`src/rtl/nios_oci_trace_pkg.sv`:
```
// Shared types and helpers for the Nios II OCI trace monitor: FSM states,
// the default FIFO entry layout and a saturating counter step.
package nios_oci_trace_pkg;

    localparam int TRACE_DATA_W  = 30;
    localparam int TRACE_CNT_W   = 4;
    localparam int TRACE_ENTRY_W = TRACE_CNT_W + TRACE_DATA_W;
    localparam int SAT_MAX_W     = 64;

    typedef enum logic [1:0] {
        RUN   = 2'd0,
        DRAIN = 2'd1,
        DONE  = 2'd2
    } trace_state_t;

    typedef struct packed {
        logic [TRACE_CNT_W-1:0]  count;
        logic [TRACE_DATA_W-1:0] data;
    } trace_entry_t;

    // Increment v, but stick at the all-ones value of a w-bit counter.
    function automatic logic [SAT_MAX_W-1:0] sat_inc(input logic [SAT_MAX_W-1:0] v,
                                                     input int unsigned w);
        logic [SAT_MAX_W-1:0] max_v;
        max_v = (w >= SAT_MAX_W) ? '1 : ((64'd1 << w) - 64'd1);
        return (v >= max_v) ? v : v + 64'd1;
    endfunction

endpackage

```
`src/rtl/nios_oci_trace_fifo.sv`:
```
// Single-clock FIFO with a registered head word: a push into an empty FIFO
// is presented on the very next cycle, and the head holds when empty.
module nios_oci_trace_fifo #(
    parameter int WIDTH = 34,
    parameter int DEPTH = 16
) (
    input  logic                     clk,
    input  logic                     reset,
    input  logic                     push_i,
    input  logic [WIDTH-1:0]         push_data_i,
    input  logic                     pop_i,
    output logic [WIDTH-1:0]         head_o,
    output logic                     full_o,
    output logic                     empty_o,
    output logic [$clog2(DEPTH):0]   level_o
);

    localparam int PTR_W = $clog2(DEPTH);
    localparam int LVL_W = PTR_W + 1;

    logic [WIDTH-1:0] mem_q [DEPTH];
    logic [PTR_W-1:0] wr_ptr_q, rd_ptr_q, rd_next;
    logic [LVL_W-1:0] level_q;
    logic [WIDTH-1:0] head_q;
    logic             do_push, do_pop;

    assign full_o  = (level_q == LVL_W'(DEPTH));
    assign empty_o = (level_q == '0);
    assign level_o = level_q;
    assign head_o  = head_q;

    assign do_pop  = pop_i && !empty_o;
    assign do_push = push_i && (!full_o || do_pop);
    assign rd_next = rd_ptr_q + PTR_W'(1);

    always_ff @(posedge clk) begin
        if (do_push) begin
            mem_q[wr_ptr_q] <= push_data_i;
        end
    end

    always_ff @(posedge clk) begin
        if (reset) begin
            wr_ptr_q <= '0;
            rd_ptr_q <= '0;
            level_q  <= '0;
            head_q   <= '0;
        end else begin
            if (do_push) wr_ptr_q <= wr_ptr_q + PTR_W'(1);
            if (do_pop)  rd_ptr_q <= rd_next;
            level_q <= level_q + LVL_W'(do_push) - LVL_W'(do_pop);
            // When full, the write lands on the slot being popped, so the new
            // head always comes from rd_next, never from the incoming word.
            if (do_pop) begin
                if (level_q > LVL_W'(1)) begin
                    head_q <= mem_q[rd_next];
                end else if (do_push) begin
                    head_q <= push_data_i;
                end
            end else if (empty_o && do_push) begin
                head_q <= push_data_i;
            end
        end
    end

endmodule

```
`src/rtl/nios_oci_trace_monitor.sv`:
```
// Captures OCI data/control trace frames into a FIFO, streams them out over
// valid/ready, keeps frame/drop statistics and sequences end-of-test drain.
module nios_oci_trace_monitor
    import nios_oci_trace_pkg::*;
#(
    parameter int DATA_W = 30,
    parameter int CNT_W  = 4,
    parameter int DEPTH  = 16,
    parameter int STAT_W = 32
) (
    input  logic                   clk,
    input  logic                   reset,
    input  logic                   dct_valid,
    input  logic [DATA_W-1:0]      dct_buffer,
    input  logic [CNT_W-1:0]       dct_count,
    input  logic                   test_ending,
    input  logic                   test_has_ended,
    output logic                   out_valid,
    input  logic                   out_ready,
    output logic [DATA_W-1:0]      out_data,
    output logic [CNT_W-1:0]       out_count,
    output logic [$clog2(DEPTH):0] fill_level,
    output logic [STAT_W-1:0]      frame_total,
    output logic [STAT_W-1:0]      drop_total,
    output logic                   overflow,
    output logic                   draining,
    output logic                   done
);

    localparam int ENTRY_W = CNT_W + DATA_W;
    localparam int LVL_W   = $clog2(DEPTH) + 1;

    // Handshake: a word moves downstream on every rising edge where
    // out_valid and out_ready are both 1; out_data/out_count stay put
    // while out_valid=1 and out_ready=0.
    trace_state_t       state_q, state_d;
    logic [STAT_W-1:0]  frame_total_q, frame_total_d;
    logic [STAT_W-1:0]  drop_total_q, drop_total_d;
    logic               overflow_q, overflow_d;

    logic               fifo_full, fifo_empty;
    logic [ENTRY_W-1:0] fifo_head;
    logic               push_req, push_ok, drop, pop, empty_after_pop;

    assign push_req = dct_valid && (dct_count != '0) && (state_q == RUN);
    assign pop      = out_valid && out_ready;
    assign push_ok  = push_req && (!fifo_full || pop);
    assign drop     = push_req && fifo_full && !pop;

    nios_oci_trace_fifo #(
        .WIDTH (ENTRY_W),
        .DEPTH (DEPTH)
    ) u_fifo (
        .clk         (clk),
        .reset       (reset),
        .push_i      (push_ok),
        .push_data_i ({dct_count, dct_buffer}),
        .pop_i       (pop),
        .head_o      (fifo_head),
        .full_o      (fifo_full),
        .empty_o     (fifo_empty),
        .level_o     (fill_level)
    );

    assign out_valid              = !fifo_empty;
    assign {out_count, out_data}  = fifo_head;

    // Pushes are closed outside RUN, so occupancy after this edge is level - pop.
    assign empty_after_pop = fifo_empty || ((fill_level == LVL_W'(1)) && pop);

    always_comb begin
        state_d       = state_q;
        frame_total_d = frame_total_q;
        drop_total_d  = drop_total_q;
        overflow_d    = overflow_q;
        case (state_q)
            RUN:     if (test_ending) state_d = DRAIN;
            DRAIN:   if (test_has_ended && empty_after_pop) state_d = DONE;
            DONE:    state_d = DONE;
            default: state_d = RUN;
        endcase
        if (push_ok) begin
            frame_total_d = STAT_W'(sat_inc(SAT_MAX_W'(frame_total_q), STAT_W));
        end
        if (drop) begin
            drop_total_d = STAT_W'(sat_inc(SAT_MAX_W'(drop_total_q), STAT_W));
            overflow_d   = 1'b1;
        end
    end

    always_ff @(posedge clk) begin
        if (reset) begin
            state_q       <= RUN;
            frame_total_q <= '0;
            drop_total_q  <= '0;
            overflow_q    <= 1'b0;
        end else begin
            state_q       <= state_d;
            frame_total_q <= frame_total_d;
            drop_total_q  <= drop_total_d;
            overflow_q    <= overflow_d;
        end
    end

    assign frame_total = frame_total_q;
    assign drop_total  = drop_total_q;
    assign overflow    = overflow_q;
    assign draining    = (state_q == DRAIN);
    assign done        = (state_q == DONE);

endmodule

```
`config.mk`:
```
export PLATFORM = sky130hd
export DESIGN_NAME = nios_oci_trace_monitor
export DESIGN_NICKNAME = d
export VERILOG_FILES = /design/src/rtl/nios_oci_trace_pkg.sv /design/src/rtl/nios_oci_trace_fifo.sv /design/src/rtl/nios_oci_trace_monitor.sv
export SDC_FILE = /design/constraint.sdc
export NUM_CORES = 1
export LEC_CHECK = 0
export ABC_AREA = 1
export BUFFER_PORTS_ARGS = -buffer_cell sky130_fd_sc_hd__buf_2
export CORE_MARGIN = 2
export CORE_UTILIZATION = 50
export CTS_CLUSTER_DIAMETER = 150
export DETAILED_ROUTE_END_ITERATION = 10
export PLACE_DENSITY = 0.76
export SYNTH_ARGS = -nofsm -noshare
export SYNTH_HDL_FRONTEND = slang
export SYNTH_SLANG_ARGS = --single-unit
export TNS_END_PERCENT = 100
```
`constraint.sdc`:
```
create_clock -name clk -period 6.34 [get_ports clk]
set_input_delay 1.268 -clock clk [delete_from_list [all_inputs] [get_ports clk]]
set_output_delay 1.268 -clock clk [all_outputs]
set_load 0.005 [all_outputs]
```
==> impl_metrics.env <==
export IMPL_synth_edff_count=544
export IMPL_min_period_ps=3730
export IMPL_timing_final_hold_violations=0
export IMPL_power_density_cell_area_nw_per_um2=376
export IMPL_dp_cells=4108
export IMPL_ys_top_cells_by_count="1178 x sky130_fd_sc_hd__nand2_1, 544 x sky130_fd_sc_hd__edfxtp_1, 500 x sky130_fd_sc_hd__inv_1"
export IMPL_cp_buffers_inverters=2
export IMPL_asr_flop_ratio_synth_pct=0
export IMPL_antenna_found_initial=2
export IMPL_worst_ir_drop_on_vdd_mv=0.291
export IMPL_synth_seq_area_share_pct=62.1
export IMPL_path_delay_family="simple AND/OR/NAND/NOR gates"
export IMPL_worst_slew_margin_rel_pct=13.5
export IMPL_setup_tns_ps=0
export IMPL_clock_tree_htree_level_count=3
export IMPL_hold_path_cell_count=2
export IMPL_synthCells=3312
export IMPL_max_cap_violations=0
export IMPL_cts_repair_resize_count=0
export IMPL_synth_avg_cell_area_um2=9.05
export IMPL_layoutNonFillerInstCount=4231
export IMPL_cp_cell_sequence="inv_1, ha_1, nand3_1, nand3_2, nand2_1, nand2_2, inv_2, o21ai_0, a21oi_1"
export IMPL_clock_tree_from_tritoncts="done"
export IMPL_p_r_area_growth_vs_syn_pct=12.1
export IMPL_skew_ps=19.7
export IMPL_grt_pass1_wl_mm=116
export IMPL_drc_errors=0
export IMPL_worst_hold_slack_ps=480
export IMPL_synth_cell_type_count=31
export IMPL_die_h_um=249
export IMPL_detailroute_via_count=22400
export IMPL_grt_ovfl_total=0
export IMPL_setup_viol=0
export IMPL_synth_fp_nets=3372
export IMPL_static_leak_nw=14.4
export IMPL_drt_iter0_drc=2078
export IMPL_count_of_nets_left_with_antenna_violations_after_detail_routing=0
export IMPL_grt_pass1_vias=21200
export IMPL_crit_fanout=36
export IMPL_cts_clk_slew_worst_paths_ps=60
export IMPL_stages_on_worst_setup_path=9
export IMPL_worst_skew_pair_late_latency_ps=610
export IMPL_numCtsBuffers=69
export IMPL_unrepaired_setup_endpoints_after_global_routing="false"
export IMPL_fin_ws_ps=2610
export IMPL_wirelength_mm=74.9
export IMPL_critical_path_required_ps=6850
export IMPL_die_area_um2=62000
export IMPL_run_status="finished clean"
export IMPL_f_max_mhz=268
export IMPL_placeableCoreArea_um2=59100
export IMPL_timing_reg2reg_worst_path_depth=9
export IMPL_endpoint_kind="flip-flop"
export IMPL_post_dp_hpwl_mm=43.9
export IMPL_timing_critical_path_arrival_ps=4240
export IMPL_setup_worst_path_class="flip-flop to flip-flop"
export IMPL_portBuffers=146
export IMPL_groute_usage_overall_pct=24.0
export IMPL_initial_utilization_pct=50.7
export IMPL_rows=89
export IMPL_drt_pass1_iterations=5
export IMPL_cts_post_setup_buffers_inserted=0
export IMPL_min_path_type="flip-flop to flip-flop"
export IMPL_synth_seq_cells=658
export IMPL_pre_cts_slack_ps=2190
export IMPL_largest_net_degree_at_the_start_of_global_routing=222
export IMPL_ys_warnings_count=0
export IMPL_tritoncts_num_sinks=658
export IMPL_slowest_delay_ps=790
export IMPL_final_period_utilization_pct=58.8
export IMPL_worstSetupStartpointType="flip-flop"
export IMPL_synthDominantCellAreaShare_pct=54.5
export IMPL_io_pins=147
export IMPL_chipWidth_um=249
export IMPL_synth_top_area_cell="sky130_fd_sc_hd__edfxtp_1"
export IMPL_netlist_area_um2=30000
export IMPL_layout_drive_gt1_share_pct=10.0
export IMPL_ctsHoldBuffers=0
export IMPL_design_final_nets=3466
export IMPL_ys_top_cells_by_area="sky130_fd_sc_hd__edfxtp_1 54%, sky130_fd_sc_hd__nand2_1 15%, sky130_fd_sc_hd__dfxtp_1 7.6%"
export IMPL_timing_final_max_slew_violations=0
export IMPL_cp_slowest_cell="sky130_fd_sc_hd__inv_2"
export IMPL_wirelength_per_cell_um=17.7
export IMPL_post_synth_top_count_cell="sky130_fd_sc_hd__nand2_1"
export IMPL_route_detailed_vias_per_inst=5.29
export IMPL_clock_root_buffer="sky130_fd_sc_hd__clkbuf_16"
export IMPL_largest_buffer_count_on_any_clock_path=3
export IMPL_place_gp_congestion=0.903
export IMPL_synth_flop_cell="sky130_fd_sc_hd__edfxtp_1"
export IMPL_worst_slew_pin_tran_ps=1290
worst paths after layout:
kind,slack (ps),start,endpoint
setup reg to reg,2610,u_fifo.level_o[1],u_fifo.head_o[1]
hold / removal,480,state_q[1],state_q[1]
hold reg to reg,480,state_q[1],state_q[1]
setup / recovery,2610,u_fifo.level_o[1],u_fifo.head_o[1]
routing by layer:
layer	vias up	GRT usage (%)	share of wire (%)
met5	-	0	0.017
met4	2	10.1	3.3
met3	161	3.72	8.3
met2	992	40.0	48
met1	10500	31.3	40
li1	10700	-	-
cells by family (layout without fill, tap and decap cells):
kind of cell,count (synthesis),after routing,share of synthesized area (%)
AND/OR/NAND/NOR,1770,1770,24.5
flip-flops,658,658,62.1
adder cells (fa/ha/maj),20,20,0.859
AO/OA/AOI/OAI,186,186,3.11
XOR/XNOR,25,25,0.755
buffers and inverters,653,797,8.67
other,0,2,0
placed cells by master, fill, tap and decap left out, types with 18 or more instances in the layout:
cell type                   netlist  final
sky130_fd_sc_hd__inv_1          500    498
sky130_fd_sc_hd__dfxtp_1        114    113
sky130_fd_sc_hd__nand2_1       1178   1178
sky130_fd_sc_hd__nor2_4           3     19
sky130_fd_sc_hd__a21oi_1        132    132
sky130_fd_sc_hd__edfxtp_1       544    544
sky130_fd_sc_hd__nor2_1         149    133
sky130_fd_sc_hd__ha_1            19     18
sky130_fd_sc_hd__or2_2           34     34
sky130_fd_sc_hd__nand3_1        358    358
sky130_fd_sc_hd__xor2_1          18     18
sky130_fd_sc_hd__clkbuf_16        0     73
sky130_fd_sc_hd__buf_4            5     21
sky130_fd_sc_hd__buf_2           61    146
sky130_fd_sc_hd__o21ai_0         51     51
sky130_fd_sc_hd__nand3b_1        24     24
power breakdown:
group          total (mW)  switching, mW  leakage (nW)  internal, mW
registers            5.17          0.210          5.83          4.96
logic                3.40           2.42          7.44         0.977
clock network        4.08           1.63          1.11          2.45
sequential cells by signal, indices dropped and copies added (netlist names):
name / count
u_fifo.mem_q: 544
state_q: 2
u_fifo.wr_ptr_q: 4
u_fifo.head_o: 34
u_fifo.rd_ptr_q: 4
overflow: 1
drop_total: 32
frame_total: 32
u_fifo.level_o: 5
worst register-to-register path, stage by stage (launching register included):
cell and delay [ps]:
sky130_fd_sc_hd__dfxtp_1 390, sky130_fd_sc_hd__inv_1 130, sky130_fd_sc_hd__ha_1 220, sky130_fd_sc_hd__nand3_1 90
sky130_fd_sc_hd__nand3_2 750, sky130_fd_sc_hd__nand2_1 300, sky130_fd_sc_hd__nand2_2 550, sky130_fd_sc_hd__inv_2 800
sky130_fd_sc_hd__o21ai_0 210, sky130_fd_sc_hd__a21oi_1 200
area by class of cell:
cell class	instances	area (um^2)
fillers	4939	25500
flip-flops and latches	658	18600
multi-input cells	2001	8920
clock buffers	92	1920
inverters	508	1910
well taps	773	967
repair buffers	168	908
clock inverters	29	349
diodes	2	5.00
metrics by stage:
stage | util [%] | area (um^2) | power, mW
after floorplan | - | 30000 | 7.48
after global placement | 53.0 | 31300 | 8.54
after detailed placement | 53.0 | 31300 | 8.60
after CTS | 56.8 | 33600 | 12.7
after global routing | 56.8 | 33600 | 13.3
final | 56.8 | 33600 | 12.6
(Power assumes the default switching activity.)
